===== src/rtl/i2c_reg_sequencer_if.sv =====
// Command/response link between the register sequencer (master) and the I2C byte engine (slave).
interface i2c_reg_sequencer_if;
  logic [1:0] i2cInstruction;
  logic [7:0] i2cByteToSend;
  logic       i2cEnable;
  logic [7:0] i2cByteReceived;
  logic       i2cComplete;

  modport master (
    output i2cInstruction,
    output i2cByteToSend,
    output i2cEnable,
    input  i2cByteReceived,
    input  i2cComplete
  );

  modport slave (
    input  i2cInstruction,
    input  i2cByteToSend,
    input  i2cEnable,
    output i2cByteReceived,
    output i2cComplete
  );
endinterface


===== src/rtl/i2c_reg_sequencer.sv =====
// Runs single-byte I2C register writes/reads on the byte engine for N_REQ round-robin requesters.
module i2c_reg_sequencer #(
  parameter int N_REQ          = 2,
  parameter int TIMEOUT_CYCLES = 200000
) (
  input  logic                 clk,
  input  logic                 rst,
  input  logic [N_REQ-1:0]     req,
  input  logic [N_REQ-1:0]     req_rw,
  input  logic [7*N_REQ-1:0]   req_dev,
  input  logic [8*N_REQ-1:0]   req_reg,
  input  logic [8*N_REQ-1:0]   req_wdata,
  output logic [N_REQ-1:0]     done,
  output logic                 err,
  output logic [7:0]           rdata,
  output logic                 busy,
  i2c_reg_sequencer_if.master  i2c
);

  localparam int unsigned NU = N_REQ;
  localparam int PW = (N_REQ > 1) ? $clog2(N_REQ) : 1;
  localparam int CW = (TIMEOUT_CYCLES > 1) ? $clog2(TIMEOUT_CYCLES) : 1;
  localparam logic [CW-1:0] CNT_LAST = CW'(TIMEOUT_CYCLES - 1);

  localparam logic [1:0] OP_START = 2'b00;
  localparam logic [1:0] OP_STOP  = 2'b01;
  localparam logic [1:0] OP_WRITE = 2'b10;
  localparam logic [1:0] OP_READ  = 2'b11;

  typedef enum logic [3:0] {
    S_IDLE, S_START, S_DEV_W, S_REG, S_DATA,
    S_RSTART, S_DEV_R, S_READ, S_STOP, S_DONE
  } state_t;

  typedef enum logic { PH_ISSUE, PH_RELEASE } phase_t;

  state_t        state, stateNext, stepNext;
  phase_t        phase, phaseNext;
  logic [CW-1:0] stepCnt, stepCntNext;
  logic          abortQ, abortNext;

  logic [PW-1:0] rrPtr, grantQ, grantIdx;
  logic          grantValid, grantTake;
  logic          rwQ;
  logic [6:0]    devQ;
  logic [7:0]    regQ, wdataQ, rxByte;
  logic          inStep;

  // Round-robin search starting at rrPtr, wrapping.
  always_comb begin
    grantValid = 1'b0;
    grantIdx   = '0;
    for (int unsigned i = 0; i < NU; i++) begin
      if (!grantValid && req[(32'(rrPtr) + i) % NU]) begin
        grantValid = 1'b1;
        grantIdx   = PW'((32'(rrPtr) + i) % NU);
      end
    end
  end

  // A grant waits out any completion still held by the engine so the first
  // enable never rises against a stale i2cComplete.
  assign grantTake = (state == S_IDLE) && grantValid && !i2c.i2cComplete;
  assign inStep    = (state != S_IDLE) && (state != S_DONE);

  always_comb begin
    stepNext = S_IDLE;
    unique case (state)
      S_START:  stepNext = S_DEV_W;
      S_DEV_W:  stepNext = S_REG;
      S_REG:    stepNext = rwQ ? S_RSTART : S_DATA;
      S_DATA:   stepNext = S_STOP;
      S_RSTART: stepNext = S_DEV_R;
      S_DEV_R:  stepNext = S_READ;
      S_READ:   stepNext = S_STOP;
      S_STOP:   stepNext = S_DONE;
      default:  stepNext = S_IDLE;
    endcase
  end

  always_comb begin
    stateNext   = state;
    phaseNext   = phase;
    stepCntNext = stepCnt;
    abortNext   = abortQ;
    unique case (state)
      S_IDLE: begin
        if (grantTake) begin
          stateNext   = S_START;
          phaseNext   = PH_ISSUE;
          stepCntNext = '0;
          abortNext   = 1'b0;
        end
      end
      S_DONE: stateNext = S_IDLE;
      default: begin
        if (stepCnt == CNT_LAST) begin
          stateNext = S_DONE;
          abortNext = 1'b1;
        end else begin
          stepCntNext = stepCnt + 1'b1;
          if (phase == PH_ISSUE) begin
            if (i2c.i2cComplete) phaseNext = PH_RELEASE;
          end else if (!i2c.i2cComplete) begin
            stateNext   = stepNext;
            phaseNext   = PH_ISSUE;
            stepCntNext = '0;
          end
        end
      end
    endcase
  end

  always_ff @(posedge clk or posedge rst) begin
    if (rst) begin
      state   <= S_IDLE;
      phase   <= PH_ISSUE;
      stepCnt <= '0;
      abortQ  <= 1'b0;
    end else begin
      state   <= stateNext;
      phase   <= phaseNext;
      stepCnt <= stepCntNext;
      abortQ  <= abortNext;
    end
  end

  always_ff @(posedge clk or posedge rst) begin
    if (rst) begin
      rrPtr  <= '0;
      grantQ <= '0;
      rwQ    <= 1'b0;
      devQ   <= '0;
      regQ   <= '0;
      wdataQ <= '0;
      rxByte <= '0;
      rdata  <= '0;
    end else begin
      if (grantTake) begin
        grantQ <= grantIdx;
        rrPtr  <= (32'(grantIdx) == NU - 1) ? '0 : grantIdx + 1'b1;
        rwQ    <= req_rw[grantIdx];
        devQ   <= req_dev[7*grantIdx +: 7];
        regQ   <= req_reg[8*grantIdx +: 8];
        wdataQ <= req_wdata[8*grantIdx +: 8];
      end
      if (state == S_READ && phase == PH_ISSUE && i2c.i2cComplete)
        rxByte <= i2c.i2cByteReceived;
      // rdata only moves on a successful read so it stays put across aborts.
      if (state == S_STOP && stateNext == S_DONE && !abortNext && rwQ)
        rdata <= rxByte;
    end
  end

  always_comb begin
    i2c.i2cInstruction = '0;
    i2c.i2cByteToSend  = '0;
    unique case (state)
      S_START, S_RSTART: i2c.i2cInstruction = OP_START;
      S_STOP:            i2c.i2cInstruction = OP_STOP;
      S_READ:            i2c.i2cInstruction = OP_READ;
      S_DEV_W: begin
        i2c.i2cInstruction = OP_WRITE;
        i2c.i2cByteToSend  = {devQ, 1'b0};
      end
      S_REG: begin
        i2c.i2cInstruction = OP_WRITE;
        i2c.i2cByteToSend  = regQ;
      end
      S_DATA: begin
        i2c.i2cInstruction = OP_WRITE;
        i2c.i2cByteToSend  = wdataQ;
      end
      S_DEV_R: begin
        i2c.i2cInstruction = OP_WRITE;
        i2c.i2cByteToSend  = {devQ, 1'b1};
      end
      default: ;
    endcase
  end

  assign i2c.i2cEnable = inStep && (phase == PH_ISSUE);
  assign busy          = inStep;
  assign err           = (state == S_DONE) && abortQ;

  always_comb begin
    done = '0;
    if (state == S_DONE) done[grantQ] = 1'b1;
  end

endmodule


===== src/flat_wrapper.sv =====
// flat-port wrapper written by rule: the top's interface ports become plain ports
module i2c_reg_sequencer_flat 
#(
  parameter int N_REQ          = 2,
  parameter int TIMEOUT_CYCLES = 200000
)
  (clk, rst, req, req_rw, req_dev, req_reg, req_wdata, done, err, rdata, busy, i2c_i2cInstruction, i2c_i2cByteToSend, i2c_i2cEnable, i2c_i2cByteReceived, i2c_i2cComplete);
  i2c_reg_sequencer_if i2c_i ();
  input  logic clk;
  input  logic rst;
  input  logic [N_REQ-1:0] req;
  input  logic [N_REQ-1:0] req_rw;
  input  logic [7*N_REQ-1:0] req_dev;
  input  logic [8*N_REQ-1:0] req_reg;
  input  logic [8*N_REQ-1:0] req_wdata;
  output logic [N_REQ-1:0] done;
  output logic err;
  output logic [7:0] rdata;
  output logic busy;
  output wire logic [$bits(i2c_i.i2cInstruction)-1:0] i2c_i2cInstruction;
  output wire logic [$bits(i2c_i.i2cByteToSend)-1:0] i2c_i2cByteToSend;
  output wire logic [$bits(i2c_i.i2cEnable)-1:0] i2c_i2cEnable;
  input wire logic [$bits(i2c_i.i2cByteReceived)-1:0] i2c_i2cByteReceived;
  input wire logic [$bits(i2c_i.i2cComplete)-1:0] i2c_i2cComplete;
  assign i2c_i2cInstruction = i2c_i.i2cInstruction;
  assign i2c_i2cByteToSend = i2c_i.i2cByteToSend;
  assign i2c_i2cEnable = i2c_i.i2cEnable;
  assign i2c_i.i2cByteReceived = i2c_i2cByteReceived;
  assign i2c_i.i2cComplete = i2c_i2cComplete;
  i2c_reg_sequencer #(.N_REQ(N_REQ), .TIMEOUT_CYCLES(TIMEOUT_CYCLES)) u_core (.clk(clk), .rst(rst), .req(req), .req_rw(req_rw), .req_dev(req_dev), .req_reg(req_reg), .req_wdata(req_wdata), .done(done), .err(err), .rdata(rdata), .busy(busy), .i2c(i2c_i));
endmodule

===== config.mk =====
export PLATFORM = sky130hd
export DESIGN_NAME = i2c_reg_sequencer_flat
export DESIGN_NICKNAME = d
export VERILOG_FILES = /design/src/rtl/i2c_reg_sequencer_if.sv /design/src/rtl/i2c_reg_sequencer.sv /design/src/flat_wrapper.sv
export SDC_FILE = /design/constraint.sdc
export NUM_CORES = 1
export LEC_CHECK = 0
export ABC_CLOCK_PERIOD_IN_PS = 2900
export CORE_UTILIZATION = 40
export DETAILED_ROUTE_END_ITERATION = 7
export GPL_ROUTABILITY_DRIVEN = 0
export HOLD_SLACK_MARGIN = 0.08
export PLACE_DENSITY = 0.74
export SLEW_MARGIN = 20
export SYNTH_ARGS = -nofsm -noshare
export SYNTH_HDL_FRONTEND = slang
export SYNTH_SLANG_ARGS = --single-unit

===== constraint.sdc =====
create_clock -name clk -period 2.9 [get_ports clk]
set_input_delay 0.29 -clock clk [delete_from_list [all_inputs] [get_ports clk]]
set_output_delay 0.29 -clock clk [all_outputs]
set_load 0.01 [all_outputs]

* Word level (Yosys, flattened, before mapping)
Index checks and enable logic that the tools add are counted.
Cells by class: multipliers 1, equal/unequal tests 14, reductions and logical operators 20, bitwise logic cells 2, multiplexer cells 35, $lt $le $gt $ge 5, shift operators 3, add/subtract/negate cells 3
Operator list (number):
- $mux W18 | 4
- $pmux W18 S2 | 1
- $pmux W8 S4 | 1
- $shiftx A16 B5 Y8 | 2
- $pmux W4 S7 | 1
- $add A18 B1 Y18 const B | 1
- $eq A18 B18 Y1 const B | 1
- $mux W1 | 18
- $eq A4 B3 Y1 const B | 4
- $mux W4 | 4
- $shiftx A14 B5 Y7 | 1
- $eq A4 B4 Y1 const B | 3
- $logic_and A1 B1 Y1 | 12
- $eq A4 B2 Y1 const B | 2
- $lt A1 B2 Y1 const B | 4
- $pmux W4 S2 | 1
- $pmux W2 S3 | 1
- $eq A4 B1 Y1 const B | 1
- $logic_not A4 Y1 | 1
- $mul A3 B1 Y4 const A | 1
- $ne A2 B1 Y1 const B | 2
- $ne A4 B4 Y1 const B | 1
- $pmux W1 S2 | 2
- $reduce_bool A4 Y1 | 1
- 9 further kinds | 13
Word-level totals: word-level logic and storage cells 95, register bits after elaboration 66, input bits 61, output and inout bits 23

* Depth between registers and ports, before layout
word-level depth 14, gate-level depth with buffers 8, mapped depth without buffers 6

* Least setup slack after synthesis
Ideal clock, no wire load.
kind reg2reg, from reg u_core.stepCnt[6], to reg u_core.rdata[0], slack 0.792 ns, required time 2.775 ns, period minus slack after synthesis 2.108 ns, buffers on the path 1, arrival time 1.983 ns, cell stages (with the launch flop) 7, cell sequence dfrtp_1 clkbuf_1 nor4b_1 nand4_1 or3_1 nand3_1 mux2_2
Between the ends: cells in the longest elaborated chain, start to end 7
RTL lines:
- start, declared | line i2c_reg_sequencer.sv:39 | logic [CW-1:0] stepCnt, stepCntNext;
- start signal, assigned | line i2c_reg_sequencer.sv:123 | stepCnt <= stepCntNext;
- $eq A18 B18 Y1 (*) | line i2c_reg_sequencer.sv:97 | if (stepCnt == CNT_LAST) begin
- $mux W4 | line i2c_reg_sequencer.sv:97
- $pmux W4 S2 | line i2c_reg_sequencer.sv:86 | unique case (state)
- $eq A4 B4 Y1 | line i2c_reg_sequencer.sv:150 | if (state == S_STOP && stateNext == S_DONE && !abortNext && rwQ)
- $logic_and A1 B1 Y1 | line i2c_reg_sequencer.sv:150
- $logic_and A1 B1 Y1 (*) (2 in a row) | line i2c_reg_sequencer.sv:150
- end signal, assigned | line i2c_reg_sequencer.sv:151 | rdata <= rxByte;
- end, declared | line i2c_reg_sequencer.sv:15 | output logic [7:0] rdata,
Mark *: on every way between the ends. The rest lies on a longest branch, timed or not. A chain may end at the register's enable or synchronous reset.

* Worst setup path in the final report
from reg u_core.state[3], to out i2c_i2cByteToSend[6]
Between the ends: cells in the longest elaborated chain, start to end 2
RTL lines:
- start, declared | line i2c_reg_sequencer.sv:37 | state_t state, stateNext, stepNext;
- start signal, assigned | line i2c_reg_sequencer.sv:121 | state <= stateNext;
- $eq A4 B3 Y1 or $eq A4 B2 Y1 (tied branches) | line i2c_reg_sequencer.sv:158 | unique case (state)
- $pmux W8 S4 (*) | line i2c_reg_sequencer.sv:158
- end, declared | line flat_wrapper.sv:21 | output wire logic [$bits(i2c_i.i2cByteToSend)-1:0] i2c_i2cByteToSend;
Marked as above.

==> results.cfg <==
[outcome]
outcome = complete, no violations

[critical_path]
worst-setup-path-type = flip-flop to output pin
cp_cell_sequence = nand2b_1 -> nor3b_1 -> buf_4 -> a222oi_1 -> inv_1 -> clkdlybuf4s50_1
crit_family = buffers and inverters
path_buf_inv = 3
crit_slowest_cell = dfrtp_1
cp-start-kind = flip-flop
crit_required_ns = 2.61
cpPeakStageDelay_ns = 0.55
setup.worst_path.start = u_core.state[3]$_DFF_PP0_
crit_arrival_ns = 2.35
r2r_start = u_core.state[0]$_DFF_PP0_
cp_max_fo = 11
endpoint_kind = output pin

[timing]
worst_pin_slew_ns = 0.8236
slew-limit-headroom_pct = 44.59
fmax_ghz = 0.3792
fin_tns_setup_ns = 0
rsz0062_at_grt = no
fin_crit_sh_pct = 90.93
period_needed_ns = 2.637
finClkSkew_ns = 0.01093
setup_viol = 0
slew_violations = 0
finalHoldViolCount = 0

[routing]
drt_iter0_markers = 166
m1WireLength_um = 3651
vias_per_cell = 5.389
dr_wl_met3_um = 508
first_pass_iters = 5
wire_per_inst_um = 14.43
route.met2.wl_um = 3551
num_vias = 2948
wirelength_um = 7894
top_layer_used = met4
ant_nets = 0
drc = 0

[logic_synthesis]
synth_edf_count = 0
synthDistinctLibCells = 41
ys_ff_latch = 66
yosys_warnings = 0
synth.cell_area_um2 = 3427
avgSynthCellArea_um2 = 9.627
synth_async_sr_flop_share_pct = 100.0
ys.flop_type = dfrtp_1
yosysSeqAreaShare_pct = 48.19
ys_top_cells_by_area = dfrtp_1, mux2i_1, o21ai_1, mux2_2, nand2_1
synthCells = 356
yosys.area.top_type = dfrtp_1
synth_top_area_share_pct = 48.19
synth_fp_nets = 418

[placement]
io_buffers = 83
dpl.hpwl_um = 5628
place_area_um2 = 4399

[global_route]
grt_pass1_wl_um = 13470
grt_use_total_pct = 19.34
grt_max_degree = 54
grt_pass1_vias = 2887
grt_antenna_before_repair = 0
grt_remaining_overflow = 0

[finish]
n_antenna_cell = 0
fin_area_um2 = 4651
fillers = 753
fin_nets = 499
area_delta_synth_final_pct = 35.71
drive_gt1_share_pct = 11.31
postLayoutCoreUtil_pct = 56.32

[job]
drv_cap = 0

[clock_network]
postCtsSetupBuffers = 0
cts_buffer_depth = 2
clk_pin_slew_ns = 0.08
cts_buffers = 9
cts_root_buf = clkbuf_8
tritoncts = yes
cts.sinks = 66
clk_latency_ns = 0.35
htree_levels = 3

[die]
core_area_um2 = 8258
die_x_um = 94.56
rows = 33
start_util_pct = 41.50
die-area_um2 = 8942
pin_count = 84
fp.dieH_um = 94.56

[power_and_ir_drop]
p_leak_nw = 2.019
p_per_area_nw_per_um2 = 892.4
peakVddDrop_v = 0.0003684

[min_path]
min_path_type = primary input to asynchronous set/reset pin
-- final cells by class --
type | count | area (um^2) | share of cell area (%)
flip-flops and latches | 66 | 1652 | 35.51
clock inverters | 7 | 125.1 | 2.690
repair buffers | 94 | 925.9 | 19.91
multi-input cells | 253 | 1644 | 35.35
inverters | 13 | 48.80 | 1.049
clock buffers | 9 | 123.9 | 2.663
well taps | 105 | 131.4 | 2.825
-- through the flow --
step	worst slack, ns	cells	hold WS [ns]	power [mW]
5_1_grt	0.09090	547	0.4149	4.453
4_1_cts	0.1130	547	0.3601	4.185
2_1_floorplan	0.7921	356	0.4173	2.537
6_report	0.2629	547	0.3422	4.150
3_5_place_dp	0.4374	531	0.4705	3.219
3_3_place_gp	0.5210	531	0.4646	3.163
-- power breakdown --
part	switching [mW]	internal [mW]	total, mW	leakage, nW
clock	0.376	0.578	0.955	0.124
sequential	0.292	1.26	1.55	0.860
combinational	0.838	0.808	1.65	1.03
-- per-layer routing --
metal,global-route usage (%),vias to the layer above
met5,0,-
met4,8.838,0
met3,4.831,13
met2,30.50,105
met1,25.01,1358
li1,-,1472
-- path summary, 6_finish.rpt --
| check | cells after the start | slack (ns) | to |
|---|---|---|---|
| max | 6 | 0.26 | i2c_i2cByteToSend[6] |
| min | 2 | 0.34 | u_core.rdata[7]$_DFFE_PP0P_ |
| max reg2reg | 5 | 0.38 | u_core.stepCnt[4]$_DFFE_PP0P_ |
| min reg2reg | 2 | 0.49 | u_core.wdataQ[1]$_DFFE_PP0P_ |
| max in group asynchronous | 3 | 1.93 | u_core.state[3]$_DFF_PP0_ |
| min in group clk | 2 | 0.49 | u_core.wdataQ[1]$_DFFE_PP0P_ |
-- cell usage in the layout, fill, tap and decap left out, types with 2 or more instances in the layout --
master,Yosys,layout
or3_1,5,5
mux2i_1,24,24
bufinv_16,0,3
nand2_1,38,38
and3_1,2,2
nor4b_1,2,2
nand3_1,12,12
clkinv_4,0,3
nand2b_1,7,7
nor2b_1,3,3
a21oi_1,6,6
o21ai_0,9,8
nand4_1,7,7
nor3_1,6,6
and4_1,2,2
and2_1,2,2
nor2_1,22,21
o31ai_1,10,10
inv_1,13,12
a31oi_1,6,6
o21ai_1,43,43
nor4_1,5,5
or4_1,2,2
mux2_2,16,16
buf_4,0,10
a222oi_1,7,7
o41ai_1,4,4
clkbuf_8,0,9
dfrtp_1,66,66
clkdlybuf4s50_1,0,83
-- synth_stat cells (2+ instances only) --
cell      number
a21oi_1        6
a222oi_1       7
a31oi_1        6
and2_1         2
and3_1         2
and4_1         2
buf_1          2
buf_2          5
clkbuf_1      17
dfrtp_1       66
inv_1         13
mux2_2        16
mux2i_1       24
nand2_1       38
nand2b_1       7
nand3_1       12
nand4_1        7
nor2_1        22
nor2b_1        3
nor3_1         6
nor4_1         5
nor4b_1        2
o21ai_0        9
o21ai_1       43
o31ai_1       10
o41ai_1        4
or3_1          5
or4_1          2
-- sequential cells by signal (all words and copies together) (netlist names) --
| signal | flops |
|---|---|
| u_core.stepCnt | 18 |
| u_core.rdata | 8 |
| u_core.regQ | 8 |
| u_core.rxByte | 8 |
| u_core.wdataQ | 8 |
| u_core.devQ | 7 |
| u_core.state | 4 |
| u_core.abortQ | 1 |
| u_core.grantQ | 1 |
| u_core.phase | 1 |
| u_core.rrPtr | 1 |
| u_core.rwQ | 1 |
-- what timing repair did --
action	CTS	global route
hold buffers	0	0
gates resized for setup	0	1
endpoints found under the setup margin	0	7
-- kinds of logic (layout without fill, tap and decap cells) --
group	count (synthesis)	after routing	synth area share (%)
and+or+nand+nor	121	121	17.96
adders and majority gates	1	1	0.3650
DFF	66	66	48.19
xor gates and xnor gates	1	1	0.2556
buffers and inverters	37	123	4.235
muxes	40	40	12.27
AOI/OAI and AO/OA	90	90	16.72
Power figures use the tool's default switching activity.
